==> src/rtl/asic_iopad_seq.sv <==
// asic_iopad_seq: power-up / hold / power-down sequencer and per-pad static
// configuration bank for sky130 gpiov2 pads. Drives every pad's 16-bit
// tech_cfg word so supplies, ENABLE_H and HLD_H_N come up and go down in the
// order the pad cell needs. All outputs come straight from registers.
module asic_iopad_seq #(
  parameter int NPADS = 8,
  parameter int TWAIT = 16,
  parameter int CW    = 16,
  localparam int AW   = (NPADS > 1) ? $clog2(NPADS) : 1,
  localparam int CNTW = (TWAIT > 1) ? $clog2(TWAIT) : 1
) (
  input  logic                  clk,
  input  logic                  rst,
  input  logic                  start,
  input  logic                  hold_req,
  input  logic                  cfg_we,
  input  logic [AW-1:0]         cfg_addr,
  input  logic [7:0]            cfg_wdata,
  output logic                  cfg_err,
  output logic                  ready,
  output logic [2:0]            state,
  output logic [NPADS*CW-1:0]   tech_cfg
);

  typedef enum logic [2:0] {
    S_OFF  = 3'd0,
    S_PWR  = 3'd1,
    S_ENA  = 3'd2,
    S_REL  = 3'd3,
    S_RUN  = 3'd4,
    S_HOLD = 3'd5,
    S_DIS  = 3'd6,
    S_PDN  = 3'd7
  } state_t;

  // {ANALOG_EN, HLD_OVR, DM[2:0], SLOW, VTRIP_SEL, IB_MODE_SEL}; DM=110 at reset
  localparam logic [7:0] CFG_RST = 8'h30;

  state_t            r_state;
  state_t            w_next;
  logic [CNTW-1:0]   r_cnt;
  logic              r_sup;
  logic              r_en;
  logic              r_hld;
  logic              r_ready;
  logic              r_err;
  logic [7:0]        r_cfg [NPADS];
  logic              w_done;
  logic              w_wr_ok;
  logic [NPADS*CW-1:0] w_tech;

  assign w_done  = (r_cnt == '0);
  // Electrical options may only change while pads are off or frozen
  assign w_wr_ok = ((r_state == S_OFF) || (r_state == S_HOLD)) &&
                   (32'(cfg_addr) < NPADS);

  // Next-state decode; start=0 always wins over hold_req
  always_comb begin
    w_next = r_state;
    case (r_state)
      S_OFF:  if (start) w_next = S_PWR;
      S_PWR:  if (!start) w_next = S_PDN; else if (w_done) w_next = S_ENA;
      S_ENA:  if (!start) w_next = S_DIS; else if (w_done) w_next = S_REL;
      S_REL:  if (!start) w_next = S_DIS; else if (w_done) w_next = S_RUN;
      S_RUN:  if (!start) w_next = S_DIS; else if (hold_req) w_next = S_HOLD;
      S_HOLD: if (!start) w_next = S_DIS;
              else if (!hold_req && w_done) w_next = S_REL;
      S_DIS:  if (w_done) w_next = S_PDN;
      S_PDN:  if (w_done) w_next = S_OFF;
      default: w_next = S_OFF;
    endcase
  end

  // State, step timer and pad control bits, all updated on the entry edge
  always_ff @(posedge clk) begin
    if (rst) begin
      r_state <= S_OFF;
      r_cnt   <= CNTW'(TWAIT - 1);
      r_sup   <= 1'b0;
      r_en    <= 1'b0;
      r_hld   <= 1'b0;
      r_ready <= 1'b0;
    end else begin
      r_state <= w_next;
      if (w_next != r_state)
        r_cnt <= CNTW'(TWAIT - 1);
      else if (!w_done)
        r_cnt <= r_cnt - 1'b1;
      r_sup   <= (w_next != S_OFF);
      r_en    <= (w_next == S_ENA) || (w_next == S_REL) || (w_next == S_RUN) ||
                 (w_next == S_HOLD) || (w_next == S_DIS);
      r_hld   <= (w_next == S_REL) || (w_next == S_RUN);
      r_ready <= (w_next == S_RUN);
    end
  end

  // Config bank writes and the one-cycle reject pulse
  always_ff @(posedge clk) begin
    if (rst) begin
      r_err <= 1'b0;
      for (int i = 0; i < NPADS; i++) r_cfg[i] <= CFG_RST;
    end else begin
      r_err <= cfg_we && !w_wr_ok;
      if (cfg_we && w_wr_ok) r_cfg[cfg_addr] <= cfg_wdata;
    end
  end

  // Per-pad word assembly: registered config bits plus the shared control bits
  always_comb begin
    w_tech = '0;
    for (int i = 0; i < NPADS; i++) begin
      w_tech[i*CW +: 16] = {r_cfg[i][5:3], 2'b00, r_cfg[i][7], r_cfg[i][6],
                            r_cfg[i][2], r_cfg[i][1], r_cfg[i][0],
                            {3{r_sup}}, 1'b0, r_en, r_hld};
    end
  end

  assign tech_cfg = w_tech;
  assign ready    = r_ready;
  assign cfg_err  = r_err;
  assign state    = r_state;

endmodule

==> config.mk <==
export PLATFORM = sky130hd
export DESIGN_NAME = asic_iopad_seq
export DESIGN_NICKNAME = d
export VERILOG_FILES = /design/src/rtl/asic_iopad_seq.sv
export SDC_FILE = /design/constraint.sdc
export NUM_CORES = 1
export LEC_CHECK = 0
export ABC_AREA = 1
export BUFFER_PORTS_ARGS = -buffer_cell sky130_fd_sc_hd__buf_2
export CORE_ASPECT_RATIO = 0.75
export CORE_UTILIZATION = 35
export DETAILED_ROUTE_END_ITERATION = 6
export MAX_ROUTING_LAYER = met4
export SLEW_MARGIN = 10
export SYNTH_ARGS = -nofsm -noshare
export SYNTH_HDL_FRONTEND = slang
export SYNTH_SLANG_ARGS = --single-unit
==> constraint.sdc <==
create_clock -name clk -period 4.9 [get_ports clk]
set_clock_uncertainty 0.1 [all_clocks]
set_input_delay 1.225 -clock clk [delete_from_list [all_inputs] [get_ports clk]]
set_output_delay 1.225 -clock clk [all_outputs]
set_load 0.01 [all_outputs]
## Word-level counts from Yosys, hierarchy flattened

Memories as Yosys holds them, arrays and structs flattened.
Index checks and enable logic that the tools add are counted.

- Equal/unequal tests: 13
- $lt $le $gt $ge: 0
- Divide/modulo/power cells: 0
- Mux-type cells: 22
- Reduce and logical (&&, ||, !) cells: 16
- Add/sub/neg operators: 1
- Bitwise operators: 0
- Multiply operators: 0
- Shifts and indexed selects: 0

Operator list:

| operator | count |
|---|---|
| two-way mux 3 bit | 14 |
| case mux 3 bit (8 select lines) | 1 |
| equality test 3 bit (second input constant) | 7 |
| equality test 3 x 2 -> 1 bit (second input constant) | 4 |
| two-way mux 8 bit | 1 |
| OR reduction 8 bit | 1 |
| logical OR 1 bit | 6 |
| two-way mux 1 bit | 6 |
| zero test 4 bit | 1 |
| subtractor 4 x 1 -> 4 bit (second input constant) | 1 |
| equality test 3 x 1 -> 1 bit (second input constant) | 1 |
| logical AND 1 bit | 3 |
| zero test 3 bit | 1 |
| inequality test 3 bit | 1 |
| nonzero test 3 bit | 1 |
| zero test 1 bit | 2 |
| OR reduction 2 bit | 1 |

- Memory bits (writable): 64
- Memories: 1
- Bits in latches: 0
- Register bits: 12
- Bits of input ports: 16
- Bits in read-only memories: 0

Memory list:

| name | words | bits a word | rd ports | clocked after Yosys merged registers in | wr ports | line | RTL |
|---|---|---|---|---|---|---|---|
| r_cfg | 8 | 8 | 8 | 0 | 8 | 47 | `logic [7:0] r_cfg [NPADS];` |

## Longest topological paths before layout

Gate-level depths: netlist of run 1.

- Depth in word-level cells: 10
- Mapped depth: 14
- Mapped depth without buffers: 14

## Worst setup path before layout of run 1

Ideal clock, no wire load.

- Path kind: input-to-reg
- Start point: input rst
- End point: memory r_cfg[0][0] (enable)
- Arrival time: 2024 ps
- Stages on the path: 7
- Slack: 2447 ps
- Path through: inv_1 nand2_1 nor3b_2 inv_2 nor2_4 inv_2 nand2_1

RTL lines:

| element | line | RTL |
|---|---|---|
| start: declaration | 13 | `input logic rst,` |
| end: declaration | 47 |  |

==> impl_metrics.json, run 1 <==
{
  "chipHeight_um": 89.8,
  "layout_common_cells": "buf_2 (124), nand2_1 (67), nor2_1 (64), edfxtp_1 (64), inv_1 (25)",
  "crit_type": "primary input to flop",
  "die_area_um2": 10700,
  "yosysTopAreaCell": "edfxtp_1",
  "routedWlPerCell_um": 13.0,
  "final_common_cell": "buf_2",
  "ir_worst_vdd_mv": 0.191,
  "vias_per_cell": 4.30,
  "final_max_slew_viol_count": 0,
  "grt_max_degree": 25,
  "syn2layout_area_growth_pct": 19.0,
  "r2r_slack_ns": 2.64,
  "dr.pass1.iters": 4,
  "layout_setup_ws_ns": 2.10,
  "critPathCaptureType": "flop",
  "grt.met2_usage_pct": 22.9,
  "maxCapViolCount": 0,
  "h-tree-depth": 3,
  "design_area_um2": 4280,
  "netlist-cell-type-count": 25,
  "routabilityCongestion": 0.873,
  "ys_seq_area_share_pct": 60.1,
  "cts.sinks": 76,
  "clockBufferDepth": 2,
  "ys_seq_elements": 76,
  "dp_slack_ns": 1.71,
  "critPathLaunchType": "primary input",
  "io_pins": 149,
  "drt_iter0_drc": 190,
  "use_met1_pct": 19.1,
  "numPortBuffers": 124,
  "root_buffer": "clkbuf_16",
  "ys_warn_count": 0,
  "finalCritPeriodShare_pct": 57.2,
  "place_area_um2": 3970,
  "grt_setup_unrepaired": "no",
  "synth.area.top_cells": "edfxtp_1 (53%), buf_4 (14%), nand2_1 (7.0%), dfxtp_1 (6.7%), nor2_1 (6.7%)",
  "dp_hpwl_um": 5550,
  "cts_made_buffers": 9,
  "status": "finished, final reports clean",
  "antenna_found_initial": 0,
  "rows": 31,
  "path_max_fanout": 13,
  "clock_latency_ns": 0.32,
  "p_leak_uw": 0.00197,
  "max_freq_mhz": 357,
  "grt_busiest_layer": "met2",
  "use_met3_pct": 4.19,
  "tightest_slew_ns": 0.520,
  "core_um2": 9810,
  "cts_tree": "done",
  "grt_usage_pct": 14.9,
  "postCtsSetupBuffers": 0,
  "synth_area_um2": 3600,
  "synth_cells": 354,
  "cts-hold-fix-buffers": 0,
  "total_power_uw": 1850,
  "holdWs_ns": 0.431,
  "syn_avg_cell_area_um2": 10.2,
  "drc_errors": 0,
  "crit_arrival_ns": 2.70,
  "hp-class": "flop to flop",
  "diodes": 0,
  "synth_top_area_share_pct": 53.4,
  "num_vias": 2502,
  "start_util_pct": 36.7,
  "relSlewSlack_pct": 65.3,
  "drt.antenna.violating_nets": 0,
  "die_w_um": 119,
  "path_clk_slew_ns": 0.06,
  "cp.required_ns": 4.80,
  "grt_pass1_wl_um": 11700,
  "finalNetCount": 462,
  "drive_gt1_share_pct": 36.2,
  "layout_min_cycle_time_ns": 2.80,
  "finalWirelength_um": 7540,
  "setup_viol": 0,
  "finalSetupTns_ns": 0,
  "finalHoldViolCount": 0,
  "cellPowerDensity_nw_per_um2": 432,
  "grt_pass1_vias": 2208,
  "grt.overflow.total": 0,
  "ctsResizeCount": 0
}
==> worst paths after layout <==
path | start | end | cells past startpoint
max | rst | r_cfg[2][0] | 8
min | r_cnt[1] | r_cnt[1] | 2
max reg2reg | state[0] | r_cfg[1][5] | 6
min reg2reg | r_cnt[1] | r_cnt[1] | 2
==> worst max-delay path: stages <==
cell	delay [ns]
buf_2	0.11
inv_1	0.39
nand2_1	0.16
nor3b_2	0.20
inv_2	0.12
nor2_4	0.12
inv_2	0.08
nand2_1	0.28
==> report_power, final <==
group | internal, uW | switching, uW
combinational | 136 | 231
sequential | 740 | 42.9
clock | 449 | 252
total | 1320 | 525
==> cell families (layout without fill, tap and decap cells) <==
logic type,count (synthesis),in the layout,share of synthesized area (%)
flops,76,76,60.1
simple gates,160,160,19.7
fa+ha+maj,1,1,0.348
xor+xnor,1,1,0.243
compound gates,12,12,1.67
buf+inv,103,176,17.8
other cells,1,24,0.104
==> state kept, by name, indices dropped and copies added (netlist names) <==
register  count
state         3
r_cfg        64
ready         1
cfg_err       1
r_hld         1
r_sup         1
r_en          1
r_cnt         4
==> area by class of cell <==
type / count / area, um2
fill: 925 / 5530
sequential: 76 / 2160
multi-input combinational: 198 / 882
timing repair buffer: 124 / 621
clock buffer: 11 / 233
tap: 132 / 165
inverter: 36 / 135
clock inverter: 5 / 85.1
==> Yosys cell counts <==
library cell,instances
inv_1,25
nand2_2,4
inv_2,11
nor3_1,2
nor3b_2,1
ha_1,1
conb_1,1
nor2_1,64
nor2_4,5
nand3_1,6
buf_6,1
nand2_1,67
xor2_1,1
a21oi_1,2
or2_1,1
dfxtp_1,12
nand3_4,1
o21ai_1,2
o21ai_0,8
nand3_2,1
nand3b_1,1
buf_4,66
nand4_1,5
edfxtp_1,64
nor2_2,2
==> metrics by stage <==
step / util [%] / instances
floorplan: - / 377
global placement: 40.4 / 566
detailed placement: 40.4 / 566
CTS: 43.6 / 582
global route: 43.6 / 582
finish: 43.6 / 582
==> per-layer routing <==
metal | vias up | wire length [um]
li1 | 1234 | -
met1 | 1128 | 3400
met2 | 134 | 3470
met3 | 6 | 600
met4 | 0 | 71
met5 | - | 0
No activity file was read; power rests on OpenSTA's default activity.
==> run 2, diff against run 1 <==
Clock period 4.9 ns to 2.7 ns, I/O delays scaled along.
==> run 2 against run 1 <==
Compared with the run above: combinational power increased by 82%; cell area is 0.29% higher; worst hold slack gained 0.0095 ns; clock-buffer cell count decreased by 2; non-clock buffer count rose by 1; flip-flop and latch count is the same; largest cell class unchanged.
==> impl_metrics.json, run 2 (same netlist as run 1, synthesis figures left out) <==
{
  "status": "finished, final reports clean",
  "grt_pass1_vias": 2294,
  "start_util_pct": 36.7,
  "dr.pass1.iters": 4,
  "path_max_fanout": 11,
  "die_area_um2": 10700,
  "place_area_um2": 3970,
  "r2r_slack_ns": 0.48,
  "worst_r2r_endpoint": "r_cfg[5][4]",
  "clockBufferDepth": 2,
  "numPortBuffers": 124,
  "chipHeight_um": 89.8,
  "layout_min_cycle_time_ns": 2.22,
  "p_leak_uw": 0.00198,
  "tightest_slew_ns": 0.508,
  "holdWs_ns": 0.440,
  "routabilityCongestion": 0.827,
  "grt.overflow.total": 0,
  "finalSetupTns_ns": 0,
  "critPathLaunchType": "flop",
  "crit_arrival_ns": 2.11,
  "setup_viol": 0,
  "regArea_um2": 2160,
  "final_common_cell": "buf_2",
  "drt_iter0_drc": 186,
  "grt_max_degree": 25,
  "cp.required_ns": 2.59,
  "drt.antenna.violating_nets": 0,
  "routedWlPerCell_um": 13.0,
  "clock_latency_ns": 0.33,
  "critPathCaptureType": "flop",
  "layout_setup_ws_ns": 0.481,
  "cts_tree": "done",
  "relSlewSlack_pct": 66.1,
  "drive_gt1_share_pct": 36.6,
  "finalCritPeriodShare_pct": 82.2,
  "dp_hpwl_um": 5610,
  "dp_slack_ns": 0.312,
  "vias_per_cell": 4.41,
  "cellPowerDensity_nw_per_um2": 788,
  "path_clk_slew_ns": 0.06,
  "max_freq_mhz": 451,
  "design_area_um2": 4300,
  "grt_setup_unrepaired": "no",
  "finalHoldViolCount": 0,
  "grt_usage_pct": 15.0,
  "largest_reg_flops": 64,
  "finalWirelength_um": 7600,
  "io_pins": 149,
  "multi_input_area_um2": 882,
  "crit_path_end": "r_cfg[5][4]",
  "cts_made_buffers": 9,
  "num_vias": 2572,
  "final_util_pct": 43.8,
  "reg2reg_depth": 6,
  "cts.sinks": 76,
  "cts-hold-fix-buffers": 0,
  "regMostFlops": "r_cfg",
  "antenna_found_initial": 0,
  "hp-class": "flop to flop",
  "final_max_slew_viol_count": 0,
  "finalNetCount": 463,
  "crit_type": "flop to flop",
  "setup.worst_path.start": "state[0]",
  "syn2layout_area_growth_pct": 19.3,
  "r2r-start": "state[0]",
  "layout_common_cells": "buf_2 (124), nand2_1 (67), nor2_1 (64), edfxtp_1 (64), inv_1 (25)",
  "fillers": 923,
  "hold_depth": 3,
  "h-tree-depth": 3,
  "root_buffer": "clkbuf_16",
  "postCtsSetupBuffers": 0,
  "core_um2": 9810,
  "ctsResizeCount": 0,
  "ir_worst_vdd_mv": 0.298,
  "grt_pass1_wl_um": 11800,
  "diodes": 0,
  "maxCapViolCount": 0,
  "die_w_um": 119,
  "rows": 31,
  "drc_errors": 0
}
-- run 2: changes by cell type in the layout (fill, tap and decap cells not counted) --
| cell | change |
|---|---|
| buf_4 | +1 |
| clkinv_1 | +1 |
| clkbuf_1 | -2 |
| inv_6 | +1 |
-- run 2: worst min-delay path by stage --
stage,endpoint,from
finish,r_cnt[0],r_cnt[0]
global route,state[0],rst
CTS,r_cnt[0],r_cnt[0]
detailed placement,r_cnt[0],r_cnt[0]
global placement,r_cnt[1],r_cnt[1]
floorplan,r_cnt[1],r_cnt[1]
-- run 2: power by group --
part / internal, uW / total [uW] / leakage (uW) / switching, uW
Sequential: 1340 / 1420 / 0.000706 / 77.7
Combinational: 248 / 667 / 0.00112 / 419
Clock: 814 / 1300 / 0.000154 / 482
Total: 2400 / 3380 / 0.00198 / 979
-- run 2: critical path, cell delays in order, from the launching register on --
cell and delay, ns:
dfxtp_1 0.58, nand3_1 0.19, nand2_1 0.15, nand4_1 0.17
nor2_1 0.22, inv_1 0.16, nand2_1 0.31
-- run 2: through the flow --
| step | std cells | power [uW] |
|---|---|---|
| after floorplan | 377 | 2130 |
| after global placement | 567 | 2120 |
| after detailed placement | 567 | 2120 |
| after CTS | 583 | 3410 |
| after global routing | 583 | 3530 |
| final | 583 | 3380 |
-- run 2: metal layers --
| metal | up-vias | routed length, um | track usage [%] |
|---|---|---|---|
| met5 | - | 0 | - |
| met1 | 1180 | 3310 | 18.6 |
| met4 | 0 | 138 | 6.86 |
| met3 | 9 | 556 | 3.81 |
| met2 | 141 | 3590 | 23.1 |
| li1 | 1242 | - | - |
-- run 2: cell type report --
| type | count | share of cell area (%) |
|---|---|---|
| Clock buffer | 9 | 5.24 |
| Sequential cell | 76 | 50.3 |
| Tap cell | 132 | 3.85 |
| Clock inverter | 7 | 2.27 |
| Multi-Input combinational cell | 198 | 20.5 |
| Timing Repair Buffer | 125 | 14.6 |
| Inverter | 36 | 3.15 |
